File: src/rtl/mem_arb_pkg.sv
// Shared defaults and FSM state encoding for the two-port memory arbiter.
package mem_arb_pkg;

    localparam int ADDR_W_DEF = 5;
    localparam int DATA_W_DEF = 8;

    typedef enum logic [1:0] {
        ST_IDLE   = 2'd0,
        ST_ACCESS = 2'd1,
        ST_RWAIT  = 2'd2,
        ST_ACK    = 2'd3
    } state_t;

endpackage

File: src/rtl/mem_rr_arb.sv
// Two-way round-robin pick with the last-served register.
module mem_rr_arb
    import mem_arb_pkg::*;
(
    input  logic       clk,
    input  logic       rst,
    input  logic [1:0] valid,
    input  logic       take,
    output logic       grant
);

    logic last;

    // On contention the requester not served last wins; otherwise the sole valid one.
    always_comb begin
        grant = 1'b0;
        if (valid == 2'b11) begin
            grant = ~last;
        end else if (valid[1]) begin
            grant = 1'b1;
        end
    end

    always_ff @(posedge clk) begin
        if (rst) begin
            last <= 1'b1;
        end else if (take) begin
            last <= grant;
        end
    end

endmodule

File: src/rtl/mem_arbiter.sv
// Two-requester arbiter in front of a single-port memory with one-cycle read latency.
module mem_arbiter
    import mem_arb_pkg::*;
#(
    parameter int ADDR_W = ADDR_W_DEF,
    parameter int DATA_W = DATA_W_DEF
) (
    input  logic              clk,
    input  logic              rst,
    input  logic              req0_valid,
    input  logic              req0_we,
    input  logic [ADDR_W-1:0] req0_addr,
    input  logic [DATA_W-1:0] req0_wdata,
    input  logic              req1_valid,
    input  logic              req1_we,
    input  logic [ADDR_W-1:0] req1_addr,
    input  logic [DATA_W-1:0] req1_wdata,
    output logic              req0_ack,
    output logic [DATA_W-1:0] req0_rdata,
    output logic              req1_ack,
    output logic [DATA_W-1:0] req1_rdata,
    output logic              mem_read,
    output logic              mem_write,
    output logic [ADDR_W-1:0] mem_addr,
    output logic [DATA_W-1:0] mem_data_in,
    input  logic [DATA_W-1:0] mem_data_out,
    output logic              busy,
    output state_t            dbg_state
);

    // Handshake: reqN_valid rises with we/addr/wdata and holds them stable until
    // the one-cycle reqN_ack pulse; valid is sampled only while the FSM is IDLE.

    state_t state;
    logic   win;
    logic   we_q;
    logic   grant;
    logic   take;

    logic              sel_we;
    logic [ADDR_W-1:0] sel_addr;
    logic [DATA_W-1:0] sel_wdata;

    assign take      = (state == ST_IDLE) && (req0_valid || req1_valid);
    assign sel_we    = grant ? req1_we    : req0_we;
    assign sel_addr  = grant ? req1_addr  : req0_addr;
    assign sel_wdata = grant ? req1_wdata : req0_wdata;
    assign dbg_state = state;

    mem_rr_arb u_rr (
        .clk   (clk),
        .rst   (rst),
        .valid ({req1_valid, req0_valid}),
        .take  (take),
        .grant (grant)
    );

    always_ff @(posedge clk) begin
        if (rst) begin
            state       <= ST_IDLE;
            win         <= 1'b0;
            we_q        <= 1'b0;
            mem_read    <= 1'b0;
            mem_write   <= 1'b0;
            mem_addr    <= '0;
            mem_data_in <= '0;
            req0_ack    <= 1'b0;
            req1_ack    <= 1'b0;
            req0_rdata  <= '0;
            req1_rdata  <= '0;
            busy        <= 1'b0;
        end else begin
            case (state)
                ST_IDLE: begin
                    if (take) begin
                        win         <= grant;
                        we_q        <= sel_we;
                        mem_addr    <= sel_addr;
                        mem_data_in <= sel_wdata;
                        mem_write   <= sel_we;
                        mem_read    <= ~sel_we;
                        busy        <= 1'b1;
                        state       <= ST_ACCESS;
                    end
                end
                ST_ACCESS: begin
                    mem_write <= 1'b0;
                    mem_read  <= 1'b0;
                    if (we_q) begin
                        req0_ack <= ~win;
                        req1_ack <= win;
                        state    <= ST_ACK;
                    end else begin
                        state <= ST_RWAIT;
                    end
                end
                ST_RWAIT: begin
                    if (win) begin
                        req1_rdata <= mem_data_out;
                    end else begin
                        req0_rdata <= mem_data_out;
                    end
                    req0_ack <= ~win;
                    req1_ack <= win;
                    state    <= ST_ACK;
                end
                ST_ACK: begin
                    req0_ack <= 1'b0;
                    req1_ack <= 1'b0;
                    busy     <= 1'b0;
                    state    <= ST_IDLE;
                end
                default: begin
                    state <= ST_IDLE;
                end
            endcase
        end
    end

endmodule

File: config.mk
export PLATFORM = sky130hd
export DESIGN_NAME = mem_arbiter
export DESIGN_NICKNAME = d
export VERILOG_FILES = /design/src/rtl/mem_arb_pkg.sv /design/src/rtl/mem_rr_arb.sv /design/src/rtl/mem_arbiter.sv
export SDC_FILE = /design/constraint.sdc
export NUM_CORES = 1
export LEC_CHECK = 0
export ABC_CLOCK_PERIOD_IN_PS = 1800
export CAP_MARGIN = 15
export CORE_ASPECT_RATIO = 0.5
export CORE_MARGIN = 5
export CORE_UTILIZATION = 41
export DETAILED_ROUTE_END_ITERATION = 8
export GPL_TIMING_DRIVEN = 0
export PLACE_DENSITY = 0.79
export SYNTH_ARGS = -nofsm -noshare
export SYNTH_HDL_FRONTEND = slang
export SYNTH_SLANG_ARGS = --single-unit
File: constraint.sdc
create_clock -name clk -period 1.8 [get_ports clk]
set_input_delay 0.36 -clock clk [delete_from_list [all_inputs] [get_ports clk]]
set_output_delay 0.36 -clock clk [all_outputs]
set_load 0.01 [all_outputs]
Word-level counts from Yosys, hierarchy flattened. Cells that the tools add are included.

Register bits: 39. Input port bits: 40. Output and inout bits: 36. Word-level logic and storage cells: 52.

Equality and inequality tests: 6. Muxes and demuxes: 18. Bitwise logic cells: 3. Reductions and logical operators: 12.

Operator list (number): AND reduction 2 bit (6); 2-to-1 mux 1 bit (9); 2-to-1 mux 8 bit (1); case mux 2 bit (4 select lines) (1); equality test 2 bit, second input constant (3); case mux 1 bit (2 select lines) (3); case mux 1 bit (3 select lines) (2); 2-to-1 mux 5 bit (1); inequality test 2 bit, second input constant (2); nonzero test 2 bit (2); inverter 1 bit (3); nonzero test 3 bit (1); equality test 2 x 1 -> 1 bit, second input constant (1); logical NOT 2 bit (1); 2-to-1 mux 2 bit (1); logical AND 1 bit (1); logical OR 1 bit (1).

Logic depth before layout (Yosys ltp).
Word-level depth: 6. Depth in mapped cells: 7. Gate-level depth less buffers: 5.

Modules after synthesis. A second synthesis with hierarchy kept.

Cells, all modules: 182. Area total of the unflattened synthesis: 1650.3 um2.

Modules (own cells, without submodules): mem_arbiter (instances 1, cells each 178, area each 1607.8 um2, seq. area each 760.7 um2); mem_rr_arb (instances 1, cells each 4, area each 42.5 um2, seq. area each 20.0 um2).

Least setup slack after synthesis. No wires, ideal clock.

Kind: reg2reg. From: register state[0], in the netlist dbg_state[0]. To: register req1_ack. Setup time: 70 ps. Data arrival time: 1546 ps. Required time: 1730 ps. Slack: 183 ps. Cell stages (with the launch flop): 6. Buffers on the path: 1. Period minus slack after synthesis: 1617 ps. Path through: dfxtp_1 > inv_1 > ha_1 > buf_2 > or4b_1 > a21oi_1.

Longest elaborated chain between the ends: 3. Elaborated cells on any way between the ends: 7. Classes of those cells: eq/ne (4); mux (1); reduce/logical (2).

RTL lines: start, declared (RTL line mem_arbiter.sv:34) `state_t state;`; start signal, assigned (RTL line mem_arbiter.sv:60) `state <= ST_IDLE;`; start signal, assigned (RTL line mem_arbiter.sv:83) `state <= ST_ACCESS;`; start signal, assigned (RTL line mem_arbiter.sv:92) `state <= ST_ACK;`; equality test 2 x 1 -> 1 bit / equality test 2 bit (equally long branches) (RTL line mem_arbiter.sv:73) `case (state)`; inequality test 2 bit (no line) / nonzero test 3 bit (equally long branches); AND reduction 2 bit (no line); end signal, assigned (RTL line mem_arbiter.sv:91) `req1_ack <= win;`; end signal, assigned (RTL line mem_arbiter.sv:104) `req1_ack <= win;`; end, declared (RTL line mem_arbiter.sv:20) `output logic req1_ack,`.

Parallel ways exist; a longest one is shown, timed or not. A chain may end at the register's enable or synchronous reset.

Worst setup path in the final report.
From: input port req1_valid. To: register mem_read.

Longest elaborated chain between the ends: 6. Elaborated cells on any way between the ends: 11. Classes of those cells: eq/ne (2); mux (5); bitwise (1); reduce/logical (3).

RTL lines: start, declared (RTL line mem_arbiter.sv:14) `input logic req1_valid,`; equality test 2 bit / 2-to-1 mux 1 bit (equally long branches) (RTL line mem_rr_arb.sv:17, mem_rr_arb.sv:19); 2-to-1 mux 1 bit (RTL line mem_rr_arb.sv:17) `if (valid == 2'b11) begin`; 2-to-1 mux 1 bit (RTL line mem_arbiter.sv:45) `assign sel_we = grant ? req1_we : req0_we;`; inverter 1 bit (RTL line mem_arbiter.sv:81) `mem_read <= ~sel_we;`; 2-to-1 mux 1 bit (RTL line mem_arbiter.sv:75) `if (take) begin`; case mux 1 bit (2 select lines) (RTL line mem_arbiter.sv:73); end signal, assigned (RTL line mem_arbiter.sv:81); end, declared (RTL line mem_arbiter.sv:22) `output logic mem_read,`.

Parallel ways exist; a longest one is shown, timed or not. The select of a mux whose other input is x is not followed.

==> results.json <==
{
  "grt_overflow": 0,
  "rsz0062_at_grt": "false",
  "p_int_mw": 2.30,
  "portBuffers": 75,
  "fin_nets": 313,
  "gp_congestion": 0.761,
  "grt_first_pass_wirelength_um": 7230,
  "mostFrequentLayoutCells": "75 x clkdlybuf4s50_1, 37 x dfxtp_1, 25 x nand2_1",
  "cts_made_buffers": 5,
  "drt_iter0_markers": 40,
  "cellLeakagePower_nw": 0.966,
  "slew_violations": 0,
  "synth-simple-area-share": 0.162,
  "place_inst": 315,
  "hold_viol_final": 0,
  "drive_gt1_frac": 0.0746,
  "route.antenna.remaining_nets": 0,
  "peakVddDrop_mv": 0.626,
  "wl_per_cell_um": 14.5,
  "slew_headroom": 0.671,
  "grt_pass1_vias": 1604,
  "setup_violations": 0,
  "drc": 0,
  "synthAdderAreaFrac": 0.0448,
  "antenna_found_initial": 0,
  "root_buffer": "clkbuf_8",
  "final_cells": 322,
  "rows": 16,
  "muxShareOfSynthArea": 0.0897,
  "cts_tree": "done",
  "worstPathArrival_ps": 1920,
  "yosysWarningCount": 0,
  "cts_buffer_depth": 2,
  "synthXorXnorAreaFrac": 0,
  "clk_pin_slew_worst_paths_ps": 80,
  "p_clk_frac": 0.204,
  "finalCriticalPeriod_ps": 1690,
  "start_util": 0.427,
  "synth_compound_area_frac": 0.188,
  "vias": 1631,
  "cellPowerDensity_nw_per_um2": 1360,
  "synth_top_family_by_area": "compound AO/OA/AOI/OAI gates",
  "fmax_mhz": 592,
  "finalCritPeriodShare": 0.938,
  "fin_skew_ps": 7.18,
  "syn_nets": 232,
  "path_class": "in -> reg",
  "hp-class": "reg -> reg",
  "pwr-share-comb": 0.440,
  "num_antenna_cells": 0,
  "clock_latency_ps": 290,
  "worstMarginPinSlew_ps": 494,
  "coreArea_um2": 3920,
  "p_seq_frac": 0.357,
  "synth_seq_cells": 39,
  "cts_sinks": 39,
  "grt.total_usage": 0.167,
  "ioPinCount": 76,
  "status": "completed",
  "area_growth_pct": 55.8,
  "ys_seq_area_frac": 0.466,
  "postSynthAreaPerCell_um2": 9.00,
  "p_switching_mw": 1.24,
  "wl_um": 4650,
  "post-dp-hpwl_um": 3690,
  "htreeDepth": 2,
  "critical_path.max_fanout": 6,
  "nFillCells": 340,
  "grt_max_degree": 14,
  "detail_route.first_pass.iterations": 4,
  "die_y_um": 55.2,
  "max_cap_viol_count": 0,
  "p_sw_frac": 0.350,
  "cp.required_ps": 2030,
  "synth_cell_types": 28,
  "via_per_inst": 5.07,
  "synthCells": 186,
  "endpoint_kind": "register",
  "dieWidth_um": 100,
  "dieArea_um2": 5540,
  "syn-cell-area_um2": 1670,
  "critPathLaunchType": "input pin",
  "fin_util": 0.665,
  "layout_commonest_cell": "clkdlybuf4s50_1"
}
## timing repair
action | in CTS | in global routing
gates resized for setup | 0 | 8
hold buffers | 0 | 0
buffers inserted | 0 | 0
endpoints found under the setup margin | 0 | 22
## kinds of logic (layout without fill, tap and decap cells)
| family | Yosys count | after routing |
|---|---|---|
| AND/OR/NAND/NOR | 61 | 61 |
| AO/OA/AOI/OAI | 48 | 48 |
| flip-flops | 39 | 39 |
| buffers and inverters | 17 | 99 |
| multiplexers | 15 | 15 |
| adder cells (fa/ha/maj) | 6 | 6 |
## metrics by stage
step,setup WS (ps),instance area [µm²],setup TNS [ps],hold WS [ps],power (mW)
final,112,2610,0,459,3.54
after global routing,3.07,2610,0,481,3.77
after CTS,44.6,2610,0,460,3.56
after detailed placement,-187,2490,-4850,449,2.83
after global placement,-149,2490,-3370,444,2.76
after floorplan,183,1670,0,481,2.10
## final cells by class
type / count / area, µm² / area share
plain buffers: 13 / 71.3 / 0.0274
clock buffers: 5 / 68.8 / 0.0264
clock inverters: 3 / 43.8 / 0.0168
inverters: 3 / 11.3 / 0.00432
multi-input cells: 130 / 811 / 0.311
flip-flops and latches: 39 / 783 / 0.300
well taps: 54 / 67.6 / 0.0259
repair buffers: 75 / 751 / 0.288
## worst max-delay path, stage by stage
cell and delay, ps:
clkdlybuf4s50_1 540, a21boi_4 360, mux2i_1 430, a41o_1 220
## final timing paths
path,startpoint,to,slack [ps],cells after the start
worst max-delay path,req1_valid,mem_read$_SDFFE_PP0P_,110,4
worst min-delay path,req0_rdata[7]$_SDFFE_PP0P_,req0_rdata[7]$_SDFFE_PP0P_,460,2
worst max register to register,dbg_state[0]$_SDFFE_PP0P_,req1_ack$_SDFFE_PP0P_,160,5
worst min register to register,req0_rdata[7]$_SDFFE_PP0P_,req0_rdata[7]$_SDFFE_PP0P_,460,2
## power groups by stage
stage | logic [mW] | registers (mW) | clock network, mW
after floorplan | 0.757 | 1.35 | 0
final | 1.56 | 1.26 | 0.720
after global placement | 1.51 | 1.25 | 0
after CTS | 1.57 | 1.26 | 0.736
after detailed placement | 1.55 | 1.27 | 0
after global routing | 1.71 | 1.29 | 0.776
## state kept, by name, indices dropped and copies added, names as in the netlist
| name | flops |
|---|---|
| req0_ack | 1 |
| busy | 1 |
| mem_read | 1 |
| req1_ack | 1 |
| dbg_state | 2 |
| u_rr.last | 1 |
| mem_write | 1 |
| req0_rdata | 8 |
| mem_data_in | 8 |
| win | 1 |
| we_q | 1 |
| mem_addr | 5 |
| req1_rdata | 8 |
## cells in the mapped netlist, drive strengths merged
library cell  number  area share
nor2              18       0.040
or4b               1      0.0060
a21boi             1       0.011
dfxtp             39        0.47
or4                1      0.0045
a41o               1      0.0060
nand2b             2      0.0075
inv                3      0.0067
a31oi              1      0.0037
nand3              8       0.024
a21oi             20       0.060
or3                1      0.0037
a22oi              1      0.0045
clkbuf             9       0.020
o21a               1      0.0052
o21ai              5       0.015
buf                5       0.022
a221oi             1      0.0052
ha                 6       0.045
nor2b              2      0.0075
nand2             25       0.056
or2                2      0.0075
mux2i             15       0.090
o32ai              1      0.0052
a211oi            16       0.072
or3b               1      0.0052
## routing by layer
layer  track usage  up-vias  share of wire
met4        0.0336        0         0.0047
met2         0.332       62           0.52
li1              -      811              -
met5             0        -              0
met3        0.0451        2          0.064
met1         0.185      756           0.41
Power figures use the tool's default switching activity.
